## src/rtl/scaler_div_arbiter.sv

```systemverilog
// Shared serial restoring reciprocal engine (2^(DIVIDEND_WIDTH-1)/divisor), round-robin shared by V and H cfg requesters.
// Optional build macro SCALER_DIV_CACHE_EN adds a per-requester last-result cache that short-cuts repeat divisors.
module scaler_div_arbiter #(
    parameter int DIVIDEND_WIDTH = 18,
    parameter int DIVISOR_WIDTH  = 12
) (
    input  logic                      SYS_CLK,
    input  logic                      nRST,
    input  logic                      v_req_i,
    input  logic [DIVISOR_WIDTH-1:0]  v_divisor_i,
    input  logic                      h_req_i,
    input  logic [DIVISOR_WIDTH-1:0]  h_divisor_i,
    output logic                      v_done_o,
    output logic [DIVIDEND_WIDTH-1:0] v_quotient_o,
    output logic                      h_done_o,
    output logic [DIVIDEND_WIDTH-1:0] h_quotient_o,
    output logic                      busy_o
);

    localparam logic [1:0] ST_IDLE = 2'd0;
    localparam logic [1:0] ST_LOAD = 2'd1;
    localparam logic [1:0] ST_CALC = 2'd2;
    localparam logic [1:0] ST_DONE = 2'd3;

    localparam int CNT_W = $clog2(DIVIDEND_WIDTH);
    localparam int REM_W = DIVISOR_WIDTH + 1;

    localparam logic [DIVIDEND_WIDTH-1:0] DIVIDEND  = {1'b1, {(DIVIDEND_WIDTH-1){1'b0}}};
    localparam logic [DIVIDEND_WIDTH-1:0] ALL_ONES  = {DIVIDEND_WIDTH{1'b1}};
    localparam logic [CNT_W-1:0]          CNT_START = CNT_W'(DIVIDEND_WIDTH - 1);

    logic [1:0]                state_r;
    logic                      prio_r;      // 0: V owns priority, 1: H
    logic                      gnt_r;       // 0: V granted, 1: H granted
    logic [DIVISOR_WIDTH-1:0]  div_r;
    logic [REM_W-1:0]          rem_r;
    logic [DIVIDEND_WIDTH-1:0] quo_r;
    logic [CNT_W-1:0]          cnt_r;
    logic                      v_done_r;
    logic                      h_done_r;
    logic [DIVIDEND_WIDTH-1:0] v_quo_r;
    logic [DIVIDEND_WIDTH-1:0] h_quo_r;
    logic                      busy_r;

    logic                      req_any_s;
    logic                      gnt_s;
    logic [DIVISOR_WIDTH-1:0]  sel_div_s;
    logic [REM_W-1:0]          rem_shift_s;
    logic                      ge_s;
    logic [REM_W-1:0]          rem_next_s;
    logic [DIVIDEND_WIDTH-1:0] result_s;
    logic                      cache_hit_s;
    logic [DIVIDEND_WIDTH-1:0] cache_quo_s;

`ifdef SCALER_DIV_CACHE_EN
    logic                      v_cache_valid_r;
    logic [DIVISOR_WIDTH-1:0]  v_cache_div_r;
    logic [DIVIDEND_WIDTH-1:0] v_cache_quo_r;
    logic                      h_cache_valid_r;
    logic [DIVISOR_WIDTH-1:0]  h_cache_div_r;
    logic [DIVIDEND_WIDTH-1:0] h_cache_quo_r;
`endif

    // Grant selection: single requester wins outright, contention goes to the priority owner.
    always_comb begin
        req_any_s = v_req_i | h_req_i;
        if (v_req_i && h_req_i) begin
            gnt_s = prio_r;
        end else begin
            gnt_s = h_req_i;
        end
        sel_div_s = gnt_s ? h_divisor_i : v_divisor_i;
    end

    // Cache lookup against the divisor that would be granted this cycle.
    always_comb begin
`ifdef SCALER_DIV_CACHE_EN
        if (gnt_s) begin
            cache_hit_s = h_cache_valid_r && (h_cache_div_r == sel_div_s);
            cache_quo_s = h_cache_quo_r;
        end else begin
            cache_hit_s = v_cache_valid_r && (v_cache_div_r == sel_div_s);
            cache_quo_s = v_cache_quo_r;
        end
`else
        cache_hit_s = 1'b0;
        cache_quo_s = '0;
`endif
    end

    // One restoring step: quotient bits shift in at the LSB while dividend bits leave the MSB.
    always_comb begin
        rem_shift_s = {rem_r[REM_W-2:0], quo_r[DIVIDEND_WIDTH-1]};
        ge_s        = (rem_shift_s >= {1'b0, div_r});
        if (ge_s) begin
            rem_next_s = rem_shift_s - {1'b0, div_r};
        end else begin
            rem_next_s = rem_shift_s;
        end
        if (div_r == '0) begin
            result_s = ALL_ONES;
        end else begin
            result_s = quo_r;
        end
    end

    // Main FSM, divider datapath and registered outputs.
    always_ff @(posedge SYS_CLK or negedge nRST) begin
        if (!nRST) begin
            state_r  <= ST_IDLE;
            prio_r   <= 1'b0;
            gnt_r    <= 1'b0;
            div_r    <= '0;
            rem_r    <= '0;
            quo_r    <= '0;
            cnt_r    <= '0;
            v_done_r <= 1'b0;
            h_done_r <= 1'b0;
            v_quo_r  <= '0;
            h_quo_r  <= '0;
            busy_r   <= 1'b0;
`ifdef SCALER_DIV_CACHE_EN
            v_cache_valid_r <= 1'b0;
            v_cache_div_r   <= '0;
            v_cache_quo_r   <= '0;
            h_cache_valid_r <= 1'b0;
            h_cache_div_r   <= '0;
            h_cache_quo_r   <= '0;
`endif
        end else begin
            v_done_r <= 1'b0;
            h_done_r <= 1'b0;
            case (state_r)
                ST_IDLE: begin
                    if (req_any_s) begin
                        gnt_r  <= gnt_s;
                        div_r  <= sel_div_s;
                        busy_r <= 1'b1;
                        if (cache_hit_s) begin
                            quo_r   <= cache_quo_s;
                            state_r <= ST_DONE;
                        end else begin
                            state_r <= ST_LOAD;
                        end
                    end else begin
                        busy_r <= 1'b0;
                    end
                end
                ST_LOAD: begin
                    rem_r   <= '0;
                    quo_r   <= DIVIDEND;
                    cnt_r   <= CNT_START;
                    state_r <= ST_CALC;
                end
                ST_CALC: begin
                    rem_r <= rem_next_s;
                    quo_r <= {quo_r[DIVIDEND_WIDTH-2:0], ge_s};
                    if (cnt_r == '0) begin
                        state_r <= ST_DONE;
                    end else begin
                        cnt_r <= cnt_r - 1'b1;
                    end
                end
                ST_DONE: begin
                    if (gnt_r) begin
                        h_quo_r  <= result_s;
                        h_done_r <= 1'b1;
`ifdef SCALER_DIV_CACHE_EN
                        h_cache_valid_r <= 1'b1;
                        h_cache_div_r   <= div_r;
                        h_cache_quo_r   <= result_s;
`endif
                    end else begin
                        v_quo_r  <= result_s;
                        v_done_r <= 1'b1;
`ifdef SCALER_DIV_CACHE_EN
                        v_cache_valid_r <= 1'b1;
                        v_cache_div_r   <= div_r;
                        v_cache_quo_r   <= result_s;
`endif
                    end
                    prio_r  <= ~gnt_r;
                    busy_r  <= 1'b0;
                    state_r <= ST_IDLE;
                end
                default: begin
                    busy_r  <= 1'b0;
                    state_r <= ST_IDLE;
                end
            endcase
        end
    end

    assign v_done_o     = v_done_r;
    assign h_done_o     = h_done_r;
    assign v_quotient_o = v_quo_r;
    assign h_quotient_o = h_quo_r;
    assign busy_o       = busy_r;

endmodule

```

## config.mk

```make
export PLATFORM = sky130hd
export DESIGN_NAME = scaler_div_arbiter
export DESIGN_NICKNAME = d
export VERILOG_FILES = /design/src/rtl/scaler_div_arbiter.sv
export SDC_FILE = /design/constraint.sdc
export NUM_CORES = 1
export LEC_CHECK = 0
export ABC_CLOCK_PERIOD_IN_PS = 3300
export CAP_MARGIN = 20
export CORE_UTILIZATION = 60
export CTS_BUF_LIST = sky130_fd_sc_hd__clkbuf_4
export DETAILED_ROUTE_END_ITERATION = 12
export PLACE_DENSITY = 0.9
export SYNTH_ARGS = -nofsm -noshare
export SYNTH_HDL_FRONTEND = slang
export SYNTH_SLANG_ARGS = --single-unit
```

## constraint.sdc

```tcl
create_clock -name SYS_CLK -period 3.3 [get_ports SYS_CLK]
set_input_delay 0.66 -clock SYS_CLK [delete_from_list [all_inputs] [get_ports SYS_CLK]]
set_output_delay 0.66 -clock SYS_CLK [all_outputs]
set_load 0.05 [all_outputs]
```

==> results.json, run 1 <==
{
  "period_minus_slack_ps": 2590,
  "worstRegToRegCells": 8,
  "yosysWarningCount": 0,
  "finalClockSkew_ps": 22.0,
  "synth_top_area_share": 0.509,
  "synth_edf_count": 0,
  "hold_path.class": "in2async",
  "io_buffer_count": 66,
  "timing.final.crit_share": 0.784,
  "timing_hold_violations_final": 0,
  "ctsHoldBuffers": 0,
  "grt_start_max_net_pins": 91,
  "die_h_microns": 87.9,
  "routed_via_density": 5.58,
  "wl_met2_microns": 4900,
  "core_area_sq_um": 6940,
  "finalNonFillerCells": 628,
  "cts_tree": "built",
  "final_antenna_net_count": 0,
  "final_common_cell": "dfrtp_1",
  "num_vias": 3503,
  "post-place-ws_ps": 785,
  "grt_pass1_vias": 3369,
  "synth.avg_cell_area_sq_um": 9.50,
  "synthArstFlopShare": 1.00,
  "rr_endpoint": "rem_r[9]$_DFFE_PN0P_",
  "slew_headroom": 0.495,
  "netlist_instances": 466,
  "crit_path_start_kind": "flop",
  "insertion_delay_ps": 420,
  "cts_sinks": 90,
  "path_class": "reg2reg",
  "synth.distinct_cells": 50,
  "syn_nets": 513,
  "cts_resized": 0,
  "worst_slack_ps": 713,
  "seq_area_frac_synth": 0.509,
  "wl_microns": 9550,
  "cts-buffers-inserted": 9,
  "tns_ps": 0,
  "htree_num_levels": 3,
  "rsz0062_at_grt": "false",
  "rows": 30,
  "clk_pin_slew_worst_paths_ps": 150,
  "tightest_slew_ps": 758,
  "p_per_area_nw_per_um2": 939,
  "fin_nets": 574,
  "peakVddDrop_mv": 0.574,
  "cp-startpoint": "div_r[8]$_DFFE_PN0P_",
  "wire_per_inst_microns": 15.2,
  "grt_pass1_wl_microns": 15600,
  "reg2reg_slack_ps": 710,
  "dpl-instance-area_sq_um": 5140,
  "gp_congestion": 0.855,
  "grt_usage": 0.265,
  "max_freq_mhz": 387,
  "design_area_sq_um": 5340,
  "ios": 67,
  "cts_setup_buffers": 0,
  "start_util": 0.637,
  "root_buffer": "clkbuf_4",
  "dieArea_sq_um": 7720,
  "dp.cells": 610,
  "drt-initial-drc-count": 234,
  "mostFrequentLayoutCells": "90 x dfrtp_1, 65 x clkdlybuf4s50_1, 54 x o21ai_0",
  "final_core_util": 0.769,
  "dp_hpwl_microns": 6600,
  "syn_area_sq_um": 4430,
  "antenna_found_initial": 0,
  "status": "finished clean",
  "max-cap-violations": 0,
  "synth_area_leaders": "dfrtp_1 51%, o21ai_0 6.1%, ha_1 5.1%, mux2i_1 4.3%, nor2_1 4.2%",
  "grt-ovfl-total": 0,
  "area_growth_syn_to_layout_pct": 20.7,
  "crit_fanout": 12,
  "synth_top_area_cell": "dfrtp_1",
  "met1Wirelength_microns": 4190,
  "synth_ff_type": "dfrtp_1",
  "power.leakage_nw": 2.39,
  "drcViolationCount": 0,
  "cp.required_ps": 3610,
  "clk_path_buf_depth": 2,
  "finalSetupViolCount": 0,
  "detail_route.first_pass.iterations": 5,
  "critPathCaptureType": "flop",
  "slew_viol_final": 0,
  "crit_arrival_ps": 2900,
  "wl_met3_microns": 342,
  "highest_layer": "met4",
  "r2r_start": "div_r[8]$_DFFE_PN0P_",
  "drive_gt1_frac": 0.0602,
  "ys_seq_elements": 90,
  "fp.dieW_microns": 87.9,
  "diodes": 0
}
[per-layer routing]
layer	up-vias	global-route usage
li1	1702	-
met1	1693	0.338
met2	99	0.462
met3	9	0.0320
met4	0	0.101
met5	-	0
[cells in the mapped netlist (8+ instances only)]
cell type  number
a21oi_1        27
clkbuf_1       16
dfrtp_1        90
ha_1           18
inv_1          41
mux2i_1        19
nand2_1        43
nand3_1        25
nor2_1         50
o21ai_0        54
xnor2_1         8
[through the flow]
step           power [mW]  hold WS (ps)
4_1_cts              4.98           449
3_3_place_gp         4.27           460
5_1_grt              5.34           132
3_5_place_dp         4.35           469
6_report             5.02           137
2_1_floorplan        3.58           364
[sequential cells by signal, indices dropped and copies added (netlist names)]
| signal | flops |
|---|---|
| h_done_o | 1 |
| cnt_r | 5 |
| v_quotient_o | 18 |
| v_done_o | 1 |
| busy_o | 1 |
| gnt_r | 1 |
| div_r | 12 |
| state_r | 2 |
| prio_r | 1 |
| rem_r | 12 |
| quo_r | 18 |
| h_quotient_o | 18 |
[critical path: stages, from the launching register on]
cell	delay (ps)
dfrtp_1	420
inv_1	70
ha_1	350
nand4_1	190
a211oi_2	210
o31ai_2	110
a41oi_2	620
nand3_1	270
o221ai_1	250
[where the power goes]
part / total [mW] / internal [mW] / switching (mW)
clock: 0.630 / 0.255 / 0.376
combinational: 2.73 / 0.958 / 1.78
sequential: 1.65 / 1.42 / 0.230
total: 5.02 / 2.63 / 2.38
[worst max path at each step]
stage | cells past startpoint | end | slack (ps)
after detailed placement | 8 | rem_r[9]$_DFFE_PN0P_ | 790
after CTS | 8 | rem_r[9]$_DFFE_PN0P_ | 700
after floorplan | 8 | rem_r[10]$_DFFE_PN0P_ | 1320
after global routing | 8 | rem_r[9]$_DFFE_PN0P_ | 530
after global placement | 8 | rem_r[9]$_DFFE_PN0P_ | 890
final | 8 | rem_r[9]$_DFFE_PN0P_ | 710
[layout make-up]
| cell class | count | area [sq um] |
|---|---|---|
| inverters | 41 | 154 |
| flip-flops and latches | 90 | 2250 |
| well taps | 96 | 120 |
| repair buffers | 73 | 751 |
| multi-input cells | 312 | 1920 |
| fillers | 473 | 1600 |
| clock buffers | 11 | 82.6 |
| clock inverters | 5 | 61.3 |
[cells by family (layout without fill, tap and decap cells)]
logic type	count (synthesis)	after routing	synth area share
xor+xnor	11	11	0.0218
fa+ha+maj	19	19	0.0554
mux	21	21	0.0481
compound gates	120	120	0.169
flops	90	90	0.509
simple gates	141	141	0.140
buf+inv	64	130	0.0571
Power figures use the tool's default switching activity.
==> inputs of run 2 (changes only) <==
==> config.mk (replaced) <==
export PLATFORM = sky130hd
export DESIGN_NAME = scaler_div_arbiter
export DESIGN_NICKNAME = d
export VERILOG_FILES = /design/src/rtl/scaler_div_arbiter.sv
export SDC_FILE = /design/constraint.sdc
export NUM_CORES = 1
export LEC_CHECK = 0
export ABC_CLOCK_PERIOD_IN_PS = 2100
export CAP_MARGIN = 20
export CORE_UTILIZATION = 51
export CTS_BUF_LIST = sky130_fd_sc_hd__clkbuf_4
export DETAILED_ROUTE_END_ITERATION = 12
export PLACE_DENSITY = 0.82
export SYNTH_ARGS = -nofsm -noshare
export SYNTH_HDL_FRONTEND = slang
export SYNTH_SLANG_ARGS = --single-unit
==> constraint.sdc (replaced) <==
create_clock -name SYS_CLK -period 2.1 [get_ports SYS_CLK]
set_input_delay 0.42 -clock SYS_CLK [delete_from_list [all_inputs] [get_ports SYS_CLK]]
set_output_delay 0.42 -clock SYS_CLK [all_outputs]
set_load 0.05 [all_outputs]
==> results.json, run 2 (synthesis results as in run 1) <==
{
  "status": "complete, but fails checks",
  "violations": "setup timing",
  "final_core_util": 0.717,
  "finalClockSkew_ps": 19.9,
  "slowest_stage": "dfrtp_1",
  "critPathTopFamily": "compound AO/OA/AOI/OAI gates",
  "path_buf_inv": 2,
  "grt_pass1_wl_microns": 17500,
  "hold_path.class": "in2async",
  "grt_usage": 0.256,
  "timing_hold_violations_final": 0,
  "path_class": "reg2reg",
  "mostFrequentLayoutCells": "90 x dfrtp_1, 52 x o21ai_0, 52 x buf_4",
  "final_common_cell": "dfrtp_1",
  "htree_num_levels": 3,
  "peakVddDrop_mv": 0.767,
  "antenna_found_initial": 0,
  "rows": 33,
  "root_buffer": "clkbuf_4",
  "clk_path_buf_depth": 2,
  "area_growth_syn_to_layout_pct": 34.4,
  "wire_per_inst_microns": 16.1,
  "slew_headroom": 0.622,
  "rr_endpoint": "rem_r[10]$_DFFE_PN0P_",
  "timing.final.crit_share": 1.03,
  "crit_fanout": 5,
  "cp_common_cell": "buf_4",
  "detail_route.first_pass.iterations": 5,
  "routed_via_density": 5.51,
  "drive_gt1_frac": 0.183,
  "r2r_start": "rem_r[3]$_DFFE_PN0P_",
  "dp_hpwl_microns": 7370,
  "wl_microns": 11000,
  "fp.dieW_microns": 95.2,
  "worstRegToRegCells": 9,
  "reg2reg_slack_ps": -70,
  "start_util": 0.533,
  "period_minus_slack_ps": 2170,
  "grt-ovfl-total": 0,
  "path_cells": "ha_4, nand2_2, a211oi_2, o31ai_2, a41oi_2, buf_4, buf_4, a2bb2oi_2, o21ai_1",
  "critPathMaxStageDelay_ps": 450,
  "ios": 67,
  "die_h_microns": 95.2,
  "io_buffer_count": 66,
  "p_per_area_nw_per_um2": 1450,
  "fin_nets": 621,
  "cp.required_ps": 2450,
  "slew_viol_final": 0,
  "crit_arrival_ps": 2510,
  "clk_pin_slew_worst_paths_ps": 170,
  "num_vias": 3772,
  "power.leakage_nw": 3.08,
  "grt_pass1_vias": 3763,
  "tns_ps": -224,
  "dieArea_sq_um": 9050,
  "max-cap-violations": 0,
  "drcViolationCount": 0,
  "worst_slack_ps": -67.3,
  "tightest_slew_ps": 569,
  "max_freq_mhz": 461,
  "crit_path_start_kind": "flop",
  "finalSetupViolCount": 6,
  "cp-startpoint": "rem_r[3]$_DFFE_PN0P_",
  "drt-initial-drc-count": 238,
  "grt_start_max_net_pins": 41,
  "cts_tree": "built",
  "cts-buffers-inserted": 9,
  "cts_sinks": 90,
  "critPathCaptureType": "flop",
  "gp_congestion": 0.883,
  "diodes": 0,
  "final_antenna_net_count": 0,
  "core_area_sq_um": 8300,
  "insertion_delay_ps": 460,
  "rsz0062_at_grt": "true"
}
-- run 2: repair_timing --
item,CTS,global route
endpoints found under the setup margin,14,50
gates cloned,0,0
resized for setup,13,59
hold buffers,1,0
endpoints found under the hold margin,38,0
setup buffers,6,4
pin swaps,3,12
-- run 2: final cells by class --
class / count / area (sq um)
Clock buffer: 9 / 67.6
Clock inverter: 7 / 65.1
Fill cell: 602 / 2350
Inverter: 41 / 154
Multi-Input combinational cell: 312 / 2110
Sequential cell: 90 / 2250
Tap cell: 105 / 131
Timing Repair Buffer: 120 / 1160
-- run 2: worst reg2reg max path, delay by kind of cell (launching register included) --
kind	cells	cell delay [ps]
buffers and inverters	2	290
flip-flops	1	450
AND/OR/NAND/NOR	1	70
AO/OA/AOI/OAI	5	920
adder cells (fa/ha/maj)	1	320
-- run 2: how the worst max path moves through the flow --
stage / endpoint / slack, ps / cells past startpoint
floorplan: rem_r[10]$_DFFE_PN0P_ / 120 / 8
global placement: rem_r[9]$_DFFE_PN0P_ / -90 / 8
detailed placement: rem_r[3]$_DFFE_PN0P_ / -170 / 9
CTS: rem_r[3]$_DFFE_PN0P_ / -60 / 8
global route: rem_r[3]$_DFFE_PN0P_ / -150 / 9
finish: rem_r[10]$_DFFE_PN0P_ / -70 / 9
-- run 2: routing by layer --
metal  wire length (microns)  track usage  up-vias
li1                        -            -     1802
met1                    4700        0.314     1830
met2                    5560        0.441      118
met3                     572       0.0606       22
met4                     203       0.0833        0
met5                       0            0        -
-- run 2: report_power, final --
part           switching, mW  total [mW]  internal, mW  leakage, nW
combinational           3.18        5.14          1.96         1.85
clock                  0.657       0.923         0.266       0.0688
sequential             0.321        2.55          2.23         1.17
total                   4.16        8.62          4.46         3.08
-- run 2: through the flow --
| step | instances | hold WS (ps) | setup WS, ps | instance area [sq um] | power (mW) |
|---|---|---|---|---|---|
| 5_1_grt | 684 | 481 | -149 | 5950 | 9.16 |
| 4_1_cts | 682 | 450 | -59.4 | 5730 | 8.35 |
| 6_report | 684 | 452 | -67.3 | 5950 | 8.62 |
| 3_3_place_gp | 659 | 419 | -88.4 | 5470 | 7.12 |
| 3_5_place_dp | 659 | 425 | -172 | 5470 | 7.29 |
| 2_1_floorplan | 466 | 124 | 121 | 4430 | 5.62 |
